## src/rtl/pipearch_common.sv

```systemverilog
// Shared types for the strided BRAM read engine: FSM state and latched config payload.
package pipearch_common;

  localparam int unsigned RBS_ADDR_W = 16;
  localparam int unsigned RBS_LEN_W  = 16;
  localparam int unsigned RBS_REP_W  = 8;

  typedef enum logic [1:0] {
    RBS_IDLE  = 2'd0,
    RBS_ISSUE = 2'd1,
    RBS_DRAIN = 2'd2
  } t_rbs_state;

  typedef struct packed {
    logic [RBS_ADDR_W-1:0] offset;
    logic [RBS_LEN_W-1:0]  length;
    logic [RBS_ADDR_W-1:0] stride;
    logic [RBS_REP_W-1:0]  repeat_cnt;
  } t_rbs_config;

endpackage

```

## src/rtl/read_bram_strided_read_addr_gen.sv

```systemverilog
// Strided, multi-pass address sequencer; flags the last line of each pass and of the whole op.
module read_addr_gen
  import pipearch_common::*;
(
  input  logic                  clk,
  input  logic                  reset,
  input  logic                  load,
  input  t_rbs_config           cfg,
  input  logic                  advance,
  output logic [RBS_ADDR_W-1:0] addr,
  output logic                  pass_last_c,
  output logic                  op_last_c
);

  t_rbs_config           cfg_q,  cfg_d;
  logic [RBS_ADDR_W-1:0] addr_q, addr_d;
  logic [RBS_LEN_W-1:0]  idx_q,  idx_d;
  logic [RBS_REP_W-1:0]  pass_q, pass_d;

  always_comb begin
    cfg_d       = cfg_q;
    addr_d      = addr_q;
    idx_d       = idx_q;
    pass_d      = pass_q;
    pass_last_c = (idx_q == cfg_q.length - RBS_LEN_W'(1));
    op_last_c   = pass_last_c && (pass_q == cfg_q.repeat_cnt);
    if (load) begin
      cfg_d  = cfg;
      addr_d = cfg.offset;
      idx_d  = '0;
      pass_d = '0;
    end else if (advance) begin
      // Pass boundary reloads the offset so the next pass starts without a bubble
      if (pass_last_c) begin
        idx_d  = '0;
        addr_d = cfg_q.offset;
        pass_d = pass_q + RBS_REP_W'(1);
      end else begin
        idx_d  = idx_q + RBS_LEN_W'(1);
        addr_d = addr_q + cfg_q.stride;
      end
    end
  end

  always_ff @(posedge clk) begin
    if (reset) begin
      cfg_q  <= '0;
      addr_q <= '0;
      idx_q  <= '0;
      pass_q <= '0;
    end else begin
      cfg_q  <= cfg_d;
      addr_q <= addr_d;
      idx_q  <= idx_d;
      pass_q <= pass_d;
    end
  end

  assign addr = addr_q;

endmodule

```

## src/rtl/read_bram_strided.sv

```systemverilog
// BRAM read engine: issues a strided, repeated read sequence and forwards returns with per-pass last tags.
module read_bram_strided
  import pipearch_common::*;
#(
  parameter int unsigned ADDR_WIDTH   = RBS_ADDR_W,
  parameter int unsigned LEN_WIDTH    = RBS_LEN_W,
  parameter int unsigned REP_WIDTH    = RBS_REP_W,
  parameter int unsigned DATA_WIDTH   = 512,
  parameter int unsigned MAX_INFLIGHT = 8
) (
  input  logic                  clk,
  input  logic                  reset,
  input  logic                  op_start,
  input  logic [ADDR_WIDTH-1:0] cfg_offset,
  input  logic [LEN_WIDTH-1:0]  cfg_length,
  input  logic [ADDR_WIDTH-1:0] cfg_stride,
  input  logic [REP_WIDTH-1:0]  cfg_repeat,
  output logic                  op_busy,
  output logic                  op_done,
  output logic                  mem_re,
  output logic [ADDR_WIDTH-1:0] mem_raddr,
  input  logic                  mem_rvalid,
  input  logic [DATA_WIDTH-1:0] mem_rdata,
  output logic                  out_rvalid,
  output logic [DATA_WIDTH-1:0] out_rdata,
  output logic                  out_last,
  input  logic                  out_almostfull
);

  localparam int unsigned IF_W = $clog2(MAX_INFLIGHT + 1);

  t_rbs_state            state_q,      state_d;
  logic [IF_W-1:0]       inflight_q,   inflight_d;
  logic                  ret_done_q,   ret_done_d;
  logic                  mem_re_q,     mem_re_d;
  logic [ADDR_WIDTH-1:0] mem_raddr_q,  mem_raddr_d;
  logic                  out_rvalid_q, out_rvalid_d;
  logic [DATA_WIDTH-1:0] out_rdata_q,  out_rdata_d;
  logic                  out_last_q,   out_last_d;
  logic                  op_busy_q,    op_busy_d;
  logic                  op_done_q,    op_done_d;

  logic                  load_c, issue_c, fwd_c;
  t_rbs_config           cfg_in_c;
  logic [RBS_ADDR_W-1:0] iss_addr;
  logic                  iss_pass_last_c, iss_op_last_c;
  logic [RBS_ADDR_W-1:0] ret_addr_unused;
  logic                  ret_pass_last_c, ret_op_last_c;

  assign cfg_in_c = '{offset: cfg_offset, length: cfg_length,
                      stride: cfg_stride, repeat_cnt: cfg_repeat};

  read_addr_gen u_issue_gen (
    .clk         (clk),
    .reset       (reset),
    .load        (load_c),
    .cfg         (cfg_in_c),
    .advance     (issue_c),
    .addr        (iss_addr),
    .pass_last_c (iss_pass_last_c),
    .op_last_c   (iss_op_last_c)
  );

  // Return-side tracker: same sequencer, stepped by forwarded beats
  read_addr_gen u_return_gen (
    .clk         (clk),
    .reset       (reset),
    .load        (load_c),
    .cfg         (cfg_in_c),
    .advance     (fwd_c),
    .addr        (ret_addr_unused),
    .pass_last_c (ret_pass_last_c),
    .op_last_c   (ret_op_last_c)
  );

  always_comb begin
    state_d      = state_q;
    inflight_d   = inflight_q;
    ret_done_d   = ret_done_q;
    mem_re_d     = 1'b0;
    mem_raddr_d  = mem_raddr_q;
    out_rvalid_d = 1'b0;
    out_rdata_d  = out_rdata_q;
    out_last_d   = 1'b0;
    op_done_d    = 1'b0;
    load_c       = 1'b0;
    issue_c      = 1'b0;
    fwd_c        = mem_rvalid && (state_q != RBS_IDLE);

    unique case (state_q)
      RBS_IDLE: begin
        if (op_start) begin
          if (cfg_length == '0) begin
            op_done_d = 1'b1;
          end else begin
            load_c     = 1'b1;
            ret_done_d = 1'b0;
            inflight_d = '0;
            state_d    = RBS_ISSUE;
          end
        end
      end
      RBS_ISSUE: begin
        issue_c = !out_almostfull && (inflight_q < IF_W'(MAX_INFLIGHT));
        if (issue_c && iss_op_last_c) state_d = RBS_DRAIN;
      end
      RBS_DRAIN: begin
        if ((inflight_q == '0) && ret_done_q) begin
          op_done_d = 1'b1;
          state_d   = RBS_IDLE;
        end
      end
      default: state_d = RBS_IDLE;
    endcase

    if (issue_c) begin
      mem_re_d    = 1'b1;
      mem_raddr_d = ADDR_WIDTH'(iss_addr);
    end

    if (fwd_c) begin
      out_rvalid_d = 1'b1;
      out_rdata_d  = mem_rdata;
      out_last_d   = ret_pass_last_c;
      if (ret_op_last_c) ret_done_d = 1'b1;
    end

    unique case ({issue_c, fwd_c})
      2'b10:   inflight_d = inflight_q + IF_W'(1);
      2'b01:   inflight_d = inflight_q - IF_W'(1);
      default: ;
    endcase

    op_busy_d = (state_d != RBS_IDLE);
  end

  always_ff @(posedge clk) begin
    if (reset) begin
      state_q      <= RBS_IDLE;
      inflight_q   <= '0;
      ret_done_q   <= 1'b0;
      mem_re_q     <= 1'b0;
      mem_raddr_q  <= '0;
      out_rvalid_q <= 1'b0;
      out_rdata_q  <= '0;
      out_last_q   <= 1'b0;
      op_busy_q    <= 1'b0;
      op_done_q    <= 1'b0;
    end else begin
      state_q      <= state_d;
      inflight_q   <= inflight_d;
      ret_done_q   <= ret_done_d;
      mem_re_q     <= mem_re_d;
      mem_raddr_q  <= mem_raddr_d;
      out_rvalid_q <= out_rvalid_d;
      out_rdata_q  <= out_rdata_d;
      out_last_q   <= out_last_d;
      op_busy_q    <= op_busy_d;
      op_done_q    <= op_done_d;
    end
  end

  assign mem_re     = mem_re_q;
  assign mem_raddr  = mem_raddr_q;
  assign out_rvalid = out_rvalid_q;
  assign out_rdata  = out_rdata_q;
  assign out_last   = out_last_q;
  assign op_busy    = op_busy_q;
  assign op_done    = op_done_q;

endmodule

```

## config.mk

```make
export PLATFORM = sky130hd
export DESIGN_NAME = read_bram_strided
export DESIGN_NICKNAME = d
export VERILOG_FILES = /design/src/rtl/pipearch_common.sv /design/src/rtl/read_bram_strided_read_addr_gen.sv /design/src/rtl/read_bram_strided.sv
export SDC_FILE = /design/constraint.sdc
export NUM_CORES = 1
export LEC_CHECK = 0
export BUFFER_PORTS_ARGS = -buffer_cell sky130_fd_sc_hd__buf_2
export CAP_MARGIN = 30
export CORE_AREA = 4 4 429 431
export DETAILED_ROUTE_END_ITERATION = 8
export DIE_AREA = 0 0 433 435
export GPL_TIMING_DRIVEN = 1
export PLACE_DENSITY = 0.44
export SYNTH_ARGS = -nofsm -noshare
export SYNTH_HDL_FRONTEND = slang
export SYNTH_HIERARCHICAL = 1
export SYNTH_SLANG_ARGS = --single-unit
```

## constraint.sdc

```tcl
create_clock -name clk -period 3.4 [get_ports clk]
set_input_delay 0.51 -clock clk [delete_from_list [all_inputs] [get_ports clk]]
set_output_delay 0.51 -clock clk [all_outputs]
set_load 0.02 [all_outputs]
```

==> summary by stage <==
Yosys
The number of synthesis warnings is 6. The number of nets in the synthesized netlist is 3869. The synthesized netlist occupies a cell area of 26500 sq um. Synthesis produced 3270 cells. The synthesized area divided by synthesized cell count is 8.11 sq um.

Floorplanning
From left edge to right edge, the die measures 433 um. In this run the count of I/O pins placed on the die edge is 1106. The full die area is 188000 sq um.

The initial utilization of the core area, before any placement, comes to 14.7%. In this run the core area contains 156 standard-cell rows. From bottom edge to top edge, the die measures 435 um. The core region is 180000 sq um.

Global routing
The initial antenna violation count came to 20. The sum of overflow across all layers after global routing is 0. The maximum number of pins on one net before global-route repair is 160.

The total global routing track utilization is 14.2%. The number of global-route vias before repair is 27700. The global-route wire length before repair is 198000 um.

Pwr
Net switching is 27.7% of the power. The reported leakage power is 17.7 nW. The part of the total power dissipated in sequential elements is 40.7%.

In this run the power density over the cells is 505 nW/um^2. Per report_power, the clock group accounts for 45.0% of the total. VDD sags by at most 0.000313 V.

Of the total power, combinational logic draws 14.3%. The internal cell power is 15.2 mW. For this design the total switching power over the nets is 5.85 mW.

Route
The total routed wirelength is 141000 um. Summing over every cut layer, the via total after detailed routing is 27900. The first detailed-routing pass took 6 iterations.

The count of unresolved DRC violations after routing is 0. The final routed wire length divided by cell count is 19.7 um. The initial DRC count is 1221. The count of nets left with antenna violations once routing finished came out at 0.

The number of vias per cell is 3.90.

Worst setup path
The peak fanout along the critical path is 12. In this run the register-to-register setup slack is 0.19 ns. The startpoint class of the critical path is a register. The class of the most critical setup path is reg -> reg. The sort of element at the end of the critical path is a register. The required time of the worst setup path is 3.98 ns. Data arrives at the worst endpoint at 3.79 ns.

Hold path
The class of the worst hold path is in -> reg.

STA
The worst max-slew margin expressed relative to the limit is 38.7%. Dividing the final minimum period by the clock period gives 94.3%. Subtracting the final worst setup slack from the clock period gives 3.21 ns. The worst path meets setup with 0.192 ns of slack.

The number of hold-slack violations in the final timing report is 0. For the pin with the worst max-slew slack, the measured transition is 0.920 ns. The largest clock skew in the final design is 0.0300 ns. The final-report max-slew violation count is 0. The setup TNS after final layout is 0 ns. Setup repair after global routing left no endpoint under its margin. Static timing analysis puts the maximum clock frequency at 312 MHz. Setup violations remaining at the end of the flow were counted as 0.

Cells and area
The final layout contains 5309 nets. The final cell count without fillers is 7158. The area added between synthesis and finish is 57.4%. The filler cells instantiated in the layout total 19900. Cells with a size suffix above 1 make up 28.0% of the layout.

Clock tree
The tree built by TritonCTS fans out to 684 sinks. The worst-case clock buffer depth is 3. The clock latency reported for the late side of the worst-skew pair is 0.71 ns. The TritonCTS clock tree is built. The buffers inserted during post-CTS setup optimization is 0. The buffer type at the clock tree root is clkbuf_16. The clock transition at the registers of the reported paths is 0.06 ns.

In this run the number of H-tree levels came out at 3. Counting the buffers created by CTS gives 88.

Job
The tool flagged a number of max-cap violations equal to 0.

Run status
The run finished with clean final reports.

Place
The congestion estimate from routability-driven global placement came to 0.873. The pre-CTS worst setup slack is 0.209 ns. The detailed placement HPWL is 109000 um. Buffers placed on the I/O ports in this run total 1105. The post-placement cell count is 6574.
## critical path, cell delays in order (launching register included)
cell     delay [ns]
dfxtp_1        0.30
or3_1          0.48
nor3_1         0.25
mux2_2         0.37
or4_1          0.47
or4b_4         0.61
buf_4          0.17
o21ai_0        0.16
buf_4          0.22
nor2_1         0.07
## what timing repair did
action                                  in CTS  in global routing
resized for setup                            0                  1
endpoints found under the setup margin       0                  1
hold buffers                               416                  0
endpoints found under the hold margin      419                  0
## worst paths after layout
path	cells past startpoint	startpoint	end
max	9	u_return_gen/cfg_q[26]$_SDFFE_PP0P_	u_return_gen/idx_q[15]$_SDFFE_PP0P_
min	3	mem_rdata[97]	out_rdata[97]$_SDFFE_PP0N_
max reg2reg	9	u_return_gen/cfg_q[26]$_SDFFE_PP0P_	u_return_gen/idx_q[15]$_SDFFE_PP0P_
min reg2reg	2	out_rdata[420]$_SDFFE_PP0N_	out_rdata[420]$_SDFFE_PP0N_
## per-layer routing
layer	track usage [%]	wire length, um	share of wire (%)	up-vias
met5	0	0	0	-
li1	-	-	-	13700
met3	5.37	12100	8.6	161
met4	3.73	3490	2.5	0
met1	16.3	56900	40	13200
met2	24.8	68400	49	876
## cell type report
| class | instances | area, sq um | area share [%] |
|---|---|---|---|
| well taps | 2370 | 2970 | 7.11 |
| diodes | 13 | 32.5 | 0.0780 |
| repair buffers | 1580 | 10300 | 24.8 |
| clock inverters | 34 | 407 | 0.975 |
| multi-input cells | 2330 | 11700 | 28.0 |
| flip-flops and latches | 684 | 13700 | 32.8 |
| clock buffers | 121 | 2480 | 5.94 |
| inverters | 26 | 108 | 0.258 |
## flip-flops by register name, summed over array words and instances, names as in the netlist
register	count
out_rdata	512
u_issue_gen/pass_q	8
out_rvalid	1
out_last	1
u_issue_gen/idx_q	16
u_issue_gen/cfg_q	56
op_busy	1
u_return_gen/idx_q	16
u_return_gen/cfg_q	24
ret_done_q	1
op_done	1
u_return_gen/pass_q	8
inflight_q	4
mem_raddr	16
mem_re	1
state_q	2
u_issue_gen/addr	16
## power by group through the flow
stage          combinational (mW)  sequential [mW]  clock [mW]
2_1_floorplan                1.13             9.06           0
5_1_grt                      3.30             8.63        10.2
3_3_place_gp                 2.63             8.75           0
6_report                     3.02             8.59        9.48
4_1_cts                      3.06             8.59        9.92
3_5_place_dp                 2.64             8.76           0
## placed cells by master, fill, tap and decap left out, types with 12 or more instances in the layout
| master | n |
|---|---|
| a21oi_1 | 585 |
| nand4_1 | 18 |
| nor2_1 | 144 |
| inv_1 | 22 |
| clkbuf_16 | 89 |
| ha_1 | 25 |
| or3_1 | 12 |
| clkbuf_1 | 19 |
| xnor2_1 | 58 |
| buf_12 | 16 |
| dlygate4sd3_1 | 416 |
| diode_2 | 13 |
| o21ai_0 | 14 |
| and3_1 | 15 |
| nand2_1 | 1123 |
| nand2b_1 | 16 |
| clkinv_2 | 12 |
| a31oi_1 | 12 |
| xor2_1 | 34 |
| clkbuf_8 | 13 |
| dfxtp_1 | 684 |
| mux2i_1 | 82 |
| nor3_1 | 18 |
| buf_4 | 43 |
| nand3_1 | 27 |
| buf_2 | 1104 |
## per-stage QoR
step / util (%) / cell area [sq um] / hold slack [ns] / power (mW)
6_report: 23.2 / 41700 / 0.100 / 21.1
5_1_grt: 23.2 / 41700 / 0.0270 / 22.1
4_1_cts: 23.1 / 41700 / 0.000194 / 21.6
3_5_place_dp: 19.2 / 34600 / 0.443 / 11.4
3_3_place_gp: 19.2 / 34600 / 0.439 / 11.4
2_1_floorplan: - / 26500 / 0.446 / 10.2
Power figures use the tool's default switching activity.
